**src/rtl/adaptive_slicer_pkg.sv**
```systemverilog
// adaptive_slicer_pkg
// Shared definitions for the adaptive 4-PAM slicer: symbol encoding and
// default parameter values used by adaptive_slicer and pam4_slice_map.
package adaptive_slicer_pkg;

    localparam int                 DEF_WIDTH    = 18;
    localparam int                 DEF_LOG2_N   = 10;
    localparam logic signed [17:0] DEF_REF_INIT = 18'sd32768;

    // Gray-coded 4-PAM symbols: adjacent levels differ in one bit.
    typedef enum logic [1:0] {
        SYM_M3 = 2'b00,
        SYM_M1 = 2'b01,
        SYM_P1 = 2'b11,
        SYM_P3 = 2'b10
    } sym_t;

endpackage

```
**src/rtl/adaptive_slicer_pam4_slice_map.sv**
```systemverilog
// pam4_slice_map
// Combinational 4-PAM decision and level mapping against a reference level.
//   dec_var  in   WIDTH signed  decision variable
//   ref_lvl  in   WIDTH signed  reference (outer threshold, equal to 2b)
//   sym      out  sym_t         sliced symbol
//   level    out  WIDTH signed  mapped level (-3b, -b, +b, +3b), saturated
module pam4_slice_map
    import adaptive_slicer_pkg::*;
#(
    parameter int WIDTH = DEF_WIDTH
) (
    input  logic signed [WIDTH-1:0] dec_var,
    input  logic signed [WIDTH-1:0] ref_lvl,
    output sym_t                    sym,
    output logic signed [WIDTH-1:0] level
);

    // One guard bit so -ref and 3b never wrap before saturation.
    logic signed [WIDTH:0] dv_x;
    logic signed [WIDTH:0] ref_x;
    logic signed [WIDTH:0] neg_ref_x;
    logic signed [WIDTH:0] b_x;
    logic signed [WIDTH:0] b3_x;
    logic signed [WIDTH:0] lvl_x;

    assign dv_x      = (WIDTH+1)'(dec_var);
    assign ref_x     = (WIDTH+1)'(ref_lvl);
    assign neg_ref_x = -ref_x;
    assign b_x       = ref_x >>> 1;
    assign b3_x      = ref_x + b_x;

    // NOTE: every output of a combinational block gets a default first so no
    // path through the if/else chain can leave it unassigned (latch).
    always_comb begin
        sym   = SYM_P1;
        lvl_x = b_x;
        if (dv_x >= ref_x) begin
            sym   = SYM_P3;
            lvl_x = b3_x;
        end else if (dv_x <= neg_ref_x) begin
            sym   = SYM_M3;
            lvl_x = -b3_x;
        end else if (dv_x[WIDTH] || (dv_x == '0)) begin
            sym   = SYM_M1;
            lvl_x = -b_x;
        end
    end

    // 3b exceeds the WIDTH range once ref passes 2/3 of full scale; clamp.
    assign level = (lvl_x[WIDTH] != lvl_x[WIDTH-1])
                 ? {lvl_x[WIDTH], {(WIDTH-1){~lvl_x[WIDTH]}}}
                 : lvl_x[WIDTH-1:0];

endmodule

```
**src/rtl/adaptive_slicer.sv**
```systemverilog
// adaptive_slicer
// 4-PAM slicer whose reference level tracks the mean absolute value of the
// input over windows of 2^LOG2_N valid samples. Outputs are registered with
// one cycle of latency and hold their last value while in_valid is low.
// Optional feature: define ADAPTIVE_SLICER_ERR_EN to add the err_out port
// (dec_var minus mapped level, saturated to WIDTH bits).
//   clk          in   rising-edge clock
//   reset        in   synchronous active-high reset
//   in_valid     in   dec_var qualifier
//   dec_var      in   WIDTH signed decision variable
//   adapt_en     in   enable reference adaptation (low freezes acc/counter)
//   ref_load     in   one-cycle strobe: ref_level <= ref_init, restart window
//   ref_init     in   WIDTH signed value loaded by ref_load
//   out_valid    out  qualifies slice_out / out_map_out / err_out
//   slice_out    out  2-bit symbol (00=-3b, 01=-b, 11=+b, 10=+3b)
//   out_map_out  out  WIDTH signed mapped level
//   err_out      out  WIDTH signed slicer error (ADAPTIVE_SLICER_ERR_EN only)
//   ref_level    out  WIDTH signed current reference
//   ref_update   out  one-cycle pulse when a window completes
module adaptive_slicer
    import adaptive_slicer_pkg::*;
#(
    parameter int                      WIDTH    = DEF_WIDTH,
    parameter int                      LOG2_N   = DEF_LOG2_N,
    parameter logic signed [WIDTH-1:0] REF_INIT = DEF_REF_INIT
) (
    input  logic                    clk,
    input  logic                    reset,
    input  logic                    in_valid,
    input  logic signed [WIDTH-1:0] dec_var,
    input  logic                    adapt_en,
    input  logic                    ref_load,
    input  logic signed [WIDTH-1:0] ref_init,
    output logic                    out_valid,
    output logic [1:0]              slice_out,
    output logic signed [WIDTH-1:0] out_map_out,
`ifdef ADAPTIVE_SLICER_ERR_EN
    output logic signed [WIDTH-1:0] err_out,
`endif
    output logic signed [WIDTH-1:0] ref_level,
    output logic                    ref_update
);

    // |dec_var| < 2^(WIDTH-1), so 2^LOG2_N of them fit without overflow.
    localparam int ACC_W = WIDTH + LOG2_N;

    sym_t                    sym;
    logic signed [WIDTH-1:0] level;
    logic signed [WIDTH-1:0] neg_dv;
    logic [WIDTH-1:0]        mag;
    logic [ACC_W-1:0]        acc;
    logic [ACC_W-1:0]        acc_next;
    logic [LOG2_N-1:0]       cnt;

    // Slicing always uses the registered reference, so a sample landing in
    // an update or load cycle sees the old value.
    pam4_slice_map #(
        .WIDTH   (WIDTH)
    ) u_slice_map (
        .dec_var (dec_var),
        .ref_lvl (ref_level),
        .sym     (sym),
        .level   (level)
    );

    // Negating the most-negative code wraps back to itself; clamp to max.
    assign neg_dv = -dec_var;
    assign mag    = !dec_var[WIDTH-1] ? dec_var
                  : neg_dv[WIDTH-1]   ? {1'b0, {(WIDTH-1){1'b1}}}
                  :                     neg_dv;

    assign acc_next = acc + ACC_W'(mag);

    // NOTE: sequential state is written with non-blocking assignments so
    // every register samples pre-edge values regardless of statement order.
    always_ff @(posedge clk) begin
        if (reset) begin
            ref_level   <= REF_INIT;
            acc         <= '0;
            cnt         <= '0;
            out_valid   <= 1'b0;
            slice_out   <= SYM_M3;
            out_map_out <= '0;
            ref_update  <= 1'b0;
        end else begin
            out_valid  <= in_valid;
            ref_update <= 1'b0;
            if (in_valid) begin
                slice_out   <= sym;
                out_map_out <= level;
            end

            if (ref_load) begin
                ref_level <= ref_init;
                acc       <= '0;
                cnt       <= '0;
            end else if (adapt_en && in_valid) begin
                if (cnt == '1) begin
                    // Mean of |x| over the window: the top WIDTH bits of the
                    // completed sum; the MSB is always zero.
                    ref_level  <= $signed(acc_next[ACC_W-1:LOG2_N]);
                    acc        <= '0;
                    cnt        <= '0;
                    ref_update <= 1'b1;
                end else begin
                    acc <= acc_next;
                    cnt <= cnt + 1'b1;
                end
            end
        end
    end

`ifdef ADAPTIVE_SLICER_ERR_EN
    logic signed [WIDTH:0]   err_x;
    logic signed [WIDTH-1:0] err_sat;

    assign err_x   = (WIDTH+1)'(dec_var) - (WIDTH+1)'(level);
    assign err_sat = (err_x[WIDTH] != err_x[WIDTH-1])
                   ? {err_x[WIDTH], {(WIDTH-1){~err_x[WIDTH]}}}
                   : err_x[WIDTH-1:0];

    always_ff @(posedge clk) begin
        if (reset) begin
            err_out <= '0;
        end else if (in_valid) begin
            err_out <= err_sat;
        end
    end
`else
    // Error output disabled: no error datapath is built.
`endif

endmodule

```
**config.mk**
```make
export PLATFORM = sky130hd
export DESIGN_NAME = adaptive_slicer
export DESIGN_NICKNAME = d
export VERILOG_FILES = /design/src/rtl/adaptive_slicer_pkg.sv /design/src/rtl/adaptive_slicer_pam4_slice_map.sv /design/src/rtl/adaptive_slicer.sv
export SDC_FILE = /design/constraint.sdc
export NUM_CORES = 1
export LEC_CHECK = 0
export CORE_MARGIN = 2
export CORE_UTILIZATION = 43
export DETAILED_ROUTE_END_ITERATION = 7
export PLACE_DENSITY = 0.64
export SLEW_MARGIN = 20
export SYNTH_ARGS = -nofsm -noshare
export SYNTH_HDL_FRONTEND = slang
export SYNTH_SLANG_ARGS = --single-unit
```
**constraint.sdc**
```tcl
create_clock -name clk -period 14.5 [get_ports clk]
set_input_delay 1.45 -clock clk [delete_from_list [all_inputs] [get_ports clk]]
set_output_delay 1.45 -clock clk [all_outputs]
set_load 0.05 [all_outputs]
```
==> impl_metrics.json, run 1 <==
{
  "cp_common_cell": "or3_1",
  "fin_ws_ps": 7290,
  "route.detailed.drc": 4,
  "placementRows": 49,
  "ir_drop_mv": 0.0571,
  "dieArea_mm2": 0.0196,
  "grt_pass1_vias": 7233,
  "maxCapViolations": 0,
  "clock_latency_ps": 360,
  "crit_path_max_fanout": 7,
  "cts_setup_buffers": 0,
  "io_pins": 81,
  "path_buf_inv": 1,
  "synthTopCellsByArea": "dfxtp_1, ha_1, nor2_1, xnor2_1, a21oi_1",
  "criticalPathCategory": "in2reg",
  "violations": "design-rule violations",
  "clkSlewWorstSetupHoldPaths_ps": 70,
  "cts.path.max_buffers": 2,
  "start_kind": "input port",
  "worstHoldPathType": "reg2reg",
  "wl_per_cell_um": 17.5,
  "synth_ff_type": "dfxtp_1",
  "cts_max_level": 3,
  "port_buffers": 80,
  "synth.most_common_cell": "nor2_1",
  "synth_commonest_cells": "nor2_1, ha_1, dfxtp_1, nand2_1, a21oi_1",
  "hold_viol_final": 0,
  "drv_slew": 0,
  "drt_iter0_markers": 556,
  "drive_gt1_frac": 0.0648,
  "fin_tns_setup_ps": 0,
  "first_pass_iters": 8,
  "r2r_start": "ref_level[1]$_SDFFE_PP0P_",
  "ys_types": 88,
  "hpwl_um": 18100,
  "cp.required_ps": 14700,
  "period_needed_ps": 7210,
  "grt_max_degree": 43,
  "vias": 7835,
  "nNetsFinal": 1225,
  "fp.dieW_um": 140,
  "gr-total-overflow": 0,
  "path_cells": "clkdlybuf4s50_1, or3_1, or3_1, or3_1, or3_1, or3_1, or3_1, nand2_1, o21ai_0, o21ai_0, ha_1, nor2b_1, o21ai_0, a21oi_1, o21a_1, o21a_1, o21ai_0, a21oi_1, o311ai_0, xnor2_1, o22ai_1",
  "cpPeakStageDelay_ps": 650,
  "clock_skew_ps": 11.6,
  "n_antenna_cell": 0,
  "hold_start": "acc[16]$_SDFFE_PP0P_",
  "worstPathArrival_ps": 7410,
  "synthesis.area_mm2": 0.00797,
  "place.gp.congestion": 0.861,
  "p_leak_uw": 0.00367,
  "worst_slew_pin_slew_ps": 915,
  "yosys_register_bits": 78,
  "startpoint": "dec_var[2]",
  "antenna_found_initial": 0,
  "power_uw": 807,
  "clockRootBuffer": "clkbuf_16",
  "slew-limit-headroom": 0.389,
  "die_h_um": 140,
  "vias_per_cell": 5.91,
  "post-route-period-util": 0.497,
  "synth-edff-count": 0,
  "ys_warn_count": 0,
  "cts_tree": "built",
  "outcome": "finished, violations left",
  "synth_top_area_cell": "dfxtp_1",
  "start_util": 0.441,
  "p_per_area_mw_per_mm2": 87.3,
  "rrSetupSlack_ps": 8630,
  "cts_made_buffers": 9,
  "synth_nets": 1172,
  "drt-total-wl_um": 23200,
  "place_ws_ps": 6990,
  "setup-violations-final": 0,
  "synth_top_area_frac": 0.196,
  "fill_cells": 1774,
  "antenna_left": 0,
  "avgSynthCellArea_um2": 7.68,
  "slowest_stage": "o311ai_0",
  "post_cts_resized": 0,
  "syn_inst": 1038,
  "hold_buffers": 0,
  "ys_seq_area_frac": 0.196,
  "end_kind": "flip-flop",
  "core_area_mm2": 0.0181,
  "async_flop_share": 0,
  "area_delta_synth_final_pct": 15.9,
  "grt_pass1_wl_um": 38200,
  "critPathTopFamily": "simple AND/OR/NAND/NOR gates",
  "max_freq_ghz": 0.139,
  "rsz0062_at_grt": "false",
  "cts_num_sinks": 78,
  "grt_use_total": 0.240
}
[through the flow]
step           cells   util  area [µm²]  hold slack [ps]
2_1_floorplan   1038      -        7970              432
3_3_place_gp    1309  0.493        8920              441
3_5_place_dp    1309  0.493        8920              462
4_1_cts         1325  0.511        9230              476
5_1_grt         1325  0.511        9240              511
6_report        1325  0.511        9240              485
[worst register-to-register path: stages, from the launching register on]
cell and delay (ps):
dfxtp_1 440, inv_1 240, ha_1 300, nand2_1 100
nor2_1 420, nand3_1 130, nor2_1 180, nand2_1 100
xnor2_1 140, ha_1 310, nand4_1 140, nor3_1 480
o221ai_1 300, o211ai_1 230, nand2_1 620, nor2_1 640
a22o_1 270, nor3b_4 120, maj3_1 390, a211oi_1 230
[cell usage in the layout (no fill, tap or decap), types with 6 or more instances in the layout]
cell type	n
a31oi_1	16
or3_1	15
inv_1	50
o211ai_1	10
a211oi_2	11
a22oi_1	14
ha_1	91
and3_1	21
nor2b_1	13
nand3_1	32
maj3_2	10
o22ai_1	14
and2_1	9
buf_4	6
nand2_1	78
nor3_1	17
nand4_1	17
clkdlybuf4s50_1	79
o21a_1	10
o21ai_1	6
clkbuf_16	9
xor2_1	21
o21ai_0	66
dfxtp_1	78
nor2_1	113
a22o_1	6
o31ai_1	12
maj3_1	7
xnor2_1	46
a21oi_1	71
nand2b_1	6
o31a_1	7
a211oi_1	17
a21o_1	13
[per-layer routing]
| metal | vias to the layer above | share of wire | GRT usage |
|---|---|---|---|
| li1 | 3959 | - | - |
| met3 | 21 | 0.053 | 0.0356 |
| met5 | - | 0 | 0 |
| met2 | 218 | 0.43 | 0.368 |
| met1 | 3637 | 0.50 | 0.357 |
| met4 | 0 | 0.013 | 0.0510 |
[logic make-up after synthesis]
kind of cell | count (synthesis) | synth area share
AO/OA/AOI/OAI | 330 | 0.284
AND/OR/NAND/NOR | 352 | 0.220
multiplexers | 6 | 0.00769
buffers and inverters | 95 | 0.0473
adder cells (fa/ha/maj) | 110 | 0.171
XOR/XNOR | 67 | 0.0736
flip-flops | 78 | 0.196
[cell type report]
| type | count | area (µm²) | area share |
|---|---|---|---|
| Multi-Input combinational cell | 865 | 6050 | 0.655 |
| Sequential cell | 78 | 1560 | 0.169 |
| Timing Repair Buffer | 86 | 841 | 0.0910 |
| Tap cell | 229 | 287 | 0.0310 |
| Clock buffer | 9 | 225 | 0.0244 |
| Inverter | 51 | 191 | 0.0207 |
| Clock inverter | 7 | 86.3 | 0.00934 |
[registers in the layout (all words and copies together) (netlist names)]
signal       cells
out_valid        1
cnt             10
slice_out        2
out_map_out     18
acc             28
ref_update       1
ref_level       18
[power breakdown]
group	switching (µW)	total (µW)	internal, µW
Clock	107	245	137
Sequential	12.8	238	226
Combinational	196	324	128
Total	316	807	491
[path summary, 6_finish.rpt]
| check | end | depth (start not counted) |
|---|---|---|
| worst max-delay path | ref_level[16]$_SDFFE_PP0P_ | 21 |
| worst min-delay path | acc[16]$_SDFFE_PP0P_ | 2 |
| worst max register to register | out_map_out[3]$_SDFFE_PP0P_ | 19 |
| worst min register to register | acc[16]$_SDFFE_PP0P_ | 2 |
(Power assumes the default switching activity.)
==> run 2, diff against run 1 <==
==> constraint.sdc (replaced) <==
create_clock -name clk -period 6.7 [get_ports clk]
set_input_delay 0.67 -clock clk [delete_from_list [all_inputs] [get_ports clk]]
set_output_delay 0.67 -clock clk [all_outputs]
set_load 0.05 [all_outputs]
==> run 2 against run 1 <==
Net effect: the run now ends clean; register-to-register slack got worse by 7400 ps; clock power rose by 130%; core utilization rose by 0.44 points; hold slack got worse by 6.6 ps; non-clock buffer count rose by 9; flip-flop and latch count did not move; sequential power rose by 120%; wire length rose by 1.3%; final area rose by 0.85%; critical endpoint unchanged.
==> impl_metrics.json, run 2 (synthesis gave the netlist of run 1 again) <==
{
  "outcome": "finished, final reports clean",
  "wl_per_cell_um": 17.6,
  "antenna_found_initial": 0,
  "worstPathArrival_ps": 6520,
  "criticalPathCategory": "in2reg",
  "grt_max_degree": 43,
  "grt_pass1_vias": 7155,
  "cpPeakStageDelay_ps": 650,
  "gr-total-overflow": 0,
  "biggestRegsByFlops": "acc x28, out_map_out x18, ref_level x18",
  "die_h_um": 140,
  "multi_input_area_mm2": 0.00604,
  "cts_made_buffers": 9,
  "hpwl_um": 18200,
  "hold_buffers": 0,
  "clockRootBuffer": "clkbuf_16",
  "maxCapViolations": 0,
  "p_leak_uw": 0.00372,
  "dpl_cell_area_mm2": 0.00899,
  "cp.required_ps": 6900,
  "slowest_stage": "o311ai_0",
  "power_uw": 1780,
  "worst_slew_pin_slew_ps": 1090,
  "largest_reg_flops": 28,
  "nNetsFinal": 1234,
  "start_kind": "input port",
  "seqCellArea_mm2": 0.00156,
  "hold_viol_final": 0,
  "cts_max_level": 3,
  "fp.dieW_um": 140,
  "clock_latency_ps": 350,
  "fill_cells": 1782,
  "first_pass_iters": 7,
  "period_needed_ps": 6320,
  "vias": 7961,
  "dieArea_mm2": 0.0196,
  "antenna_left": 0,
  "dp_cells": 1318,
  "post-route-period-util": 0.944,
  "ir_drop_mv": 0.147,
  "end_kind": "flip-flop",
  "drive_gt1_frac": 0.0724,
  "port_buffers": 80,
  "drv_slew": 0,
  "cts.path.max_buffers": 2,
  "rsz0062_at_grt": "false",
  "setup-violations-final": 0,
  "cts_num_sinks": 78,
  "crit_path_max_fanout": 7,
  "regMostFlops": "acc",
  "rrSetupSlack_ps": 1260,
  "grt_pass1_wl_um": 38000,
  "start_util": 0.441,
  "clock_skew_ps": 7.69,
  "vias_per_cell": 5.97,
  "io_pins": 81,
  "post_cts_resized": 0,
  "path_cells": "clkdlybuf4s50_1, or3_1, or3_1, or3_1, or3_1, or3_1, or3_1, nand2_1, o21ai_0, o21ai_0, ha_1, nor2b_1, o21ai_0, a21oi_1, o21a_1, o21a_1, o21ai_0, a21oi_1, o311ai_0, xnor2_1, o22ai_1",
  "area_delta_synth_final_pct": 16.9,
  "slew-limit-headroom": 0.257,
  "instances_no_fill": 1334,
  "core_area_mm2": 0.0181,
  "drt-total-wl_um": 23500,
  "n_antenna_cell": 0,
  "final_cell_mix": "nor2_1, ha_1, clkdlybuf4s50_1",
  "final_common_cell": "nor2_1",
  "p_per_area_mw_per_mm2": 191,
  "max_freq_ghz": 0.158,
  "cts_tree": "built",
  "route.detailed.drc": 0,
  "clkSlewWorstSetupHoldPaths_ps": 70,
  "finalInstanceArea_mm2": 0.00932,
  "cp_common_cell": "or3_1",
  "fin_tns_setup_ps": 0,
  "worstHoldPathType": "reg2reg",
  "drt_iter0_markers": 624,
  "placementRows": 49,
  "place.gp.congestion": 0.857,
  "cts_setup_buffers": 0,
  "grt_use_total": 0.239
}
[run 2: cell type report]
type	count	share of cell area
timing repair buffer	95	0.0975
inverter	51	0.0205
multi-input combinational	865	0.648
clock buffer	9	0.0242
tap	229	0.0307
sequential	78	0.168
clock inverter	7	0.0113
[run 2: critical path: cells and delay by family]
family          cells  cell delay [ps]
buf+inv             1              440
xor+xnor            1              190
simple gates        8             2670
fa+ha+maj           1              300
compound gates     10             2250
[run 2: power breakdown]
| part | total [µW] | switching (µW) | leakage [µW] | internal [µW] |
|---|---|---|---|---|
| Combinational | 710 | 428 | 0.00292 | 282 |
| Clock | 560 | 227 | 0.000159 | 333 |
| Sequential | 515 | 26.5 | 0.000638 | 488 |
[run 2: final timing paths]
check | cells after the start | start | endpoint
setup / recovery | 21 | dec_var[0] | ref_level[16]$_SDFFE_PP0P_
hold / removal | 2 | acc[16]$_SDFFE_PP0P_ | acc[16]$_SDFFE_PP0P_
setup reg to reg | 19 | ref_level[1]$_SDFFE_PP0P_ | out_map_out[14]$_SDFFE_PP0P_
hold reg to reg | 2 | acc[16]$_SDFFE_PP0P_ | acc[16]$_SDFFE_PP0P_
[run 2: per-stage QoR]
stage                     worst slack [ps]  hold slack (ps)  utilization
after floorplan                       1140              432            -
after detailed placement               140              456        0.497
after global routing                  1.22              512        0.515
final                                  378              478        0.515
after global placement                 191              444        0.497
after CTS                              459              472        0.515
[run 2: per-layer routing]
layer  vias to the layer above  share of wire  GRT usage  wire length (µm)
li1                       3963              -          -                 -
met1                      3746           0.50      0.359             11600
met2                       233           0.43      0.360             10000
met3                        19          0.061     0.0356              1430
met4                         0          0.015     0.0574               356
met5                         -              0          0                 0
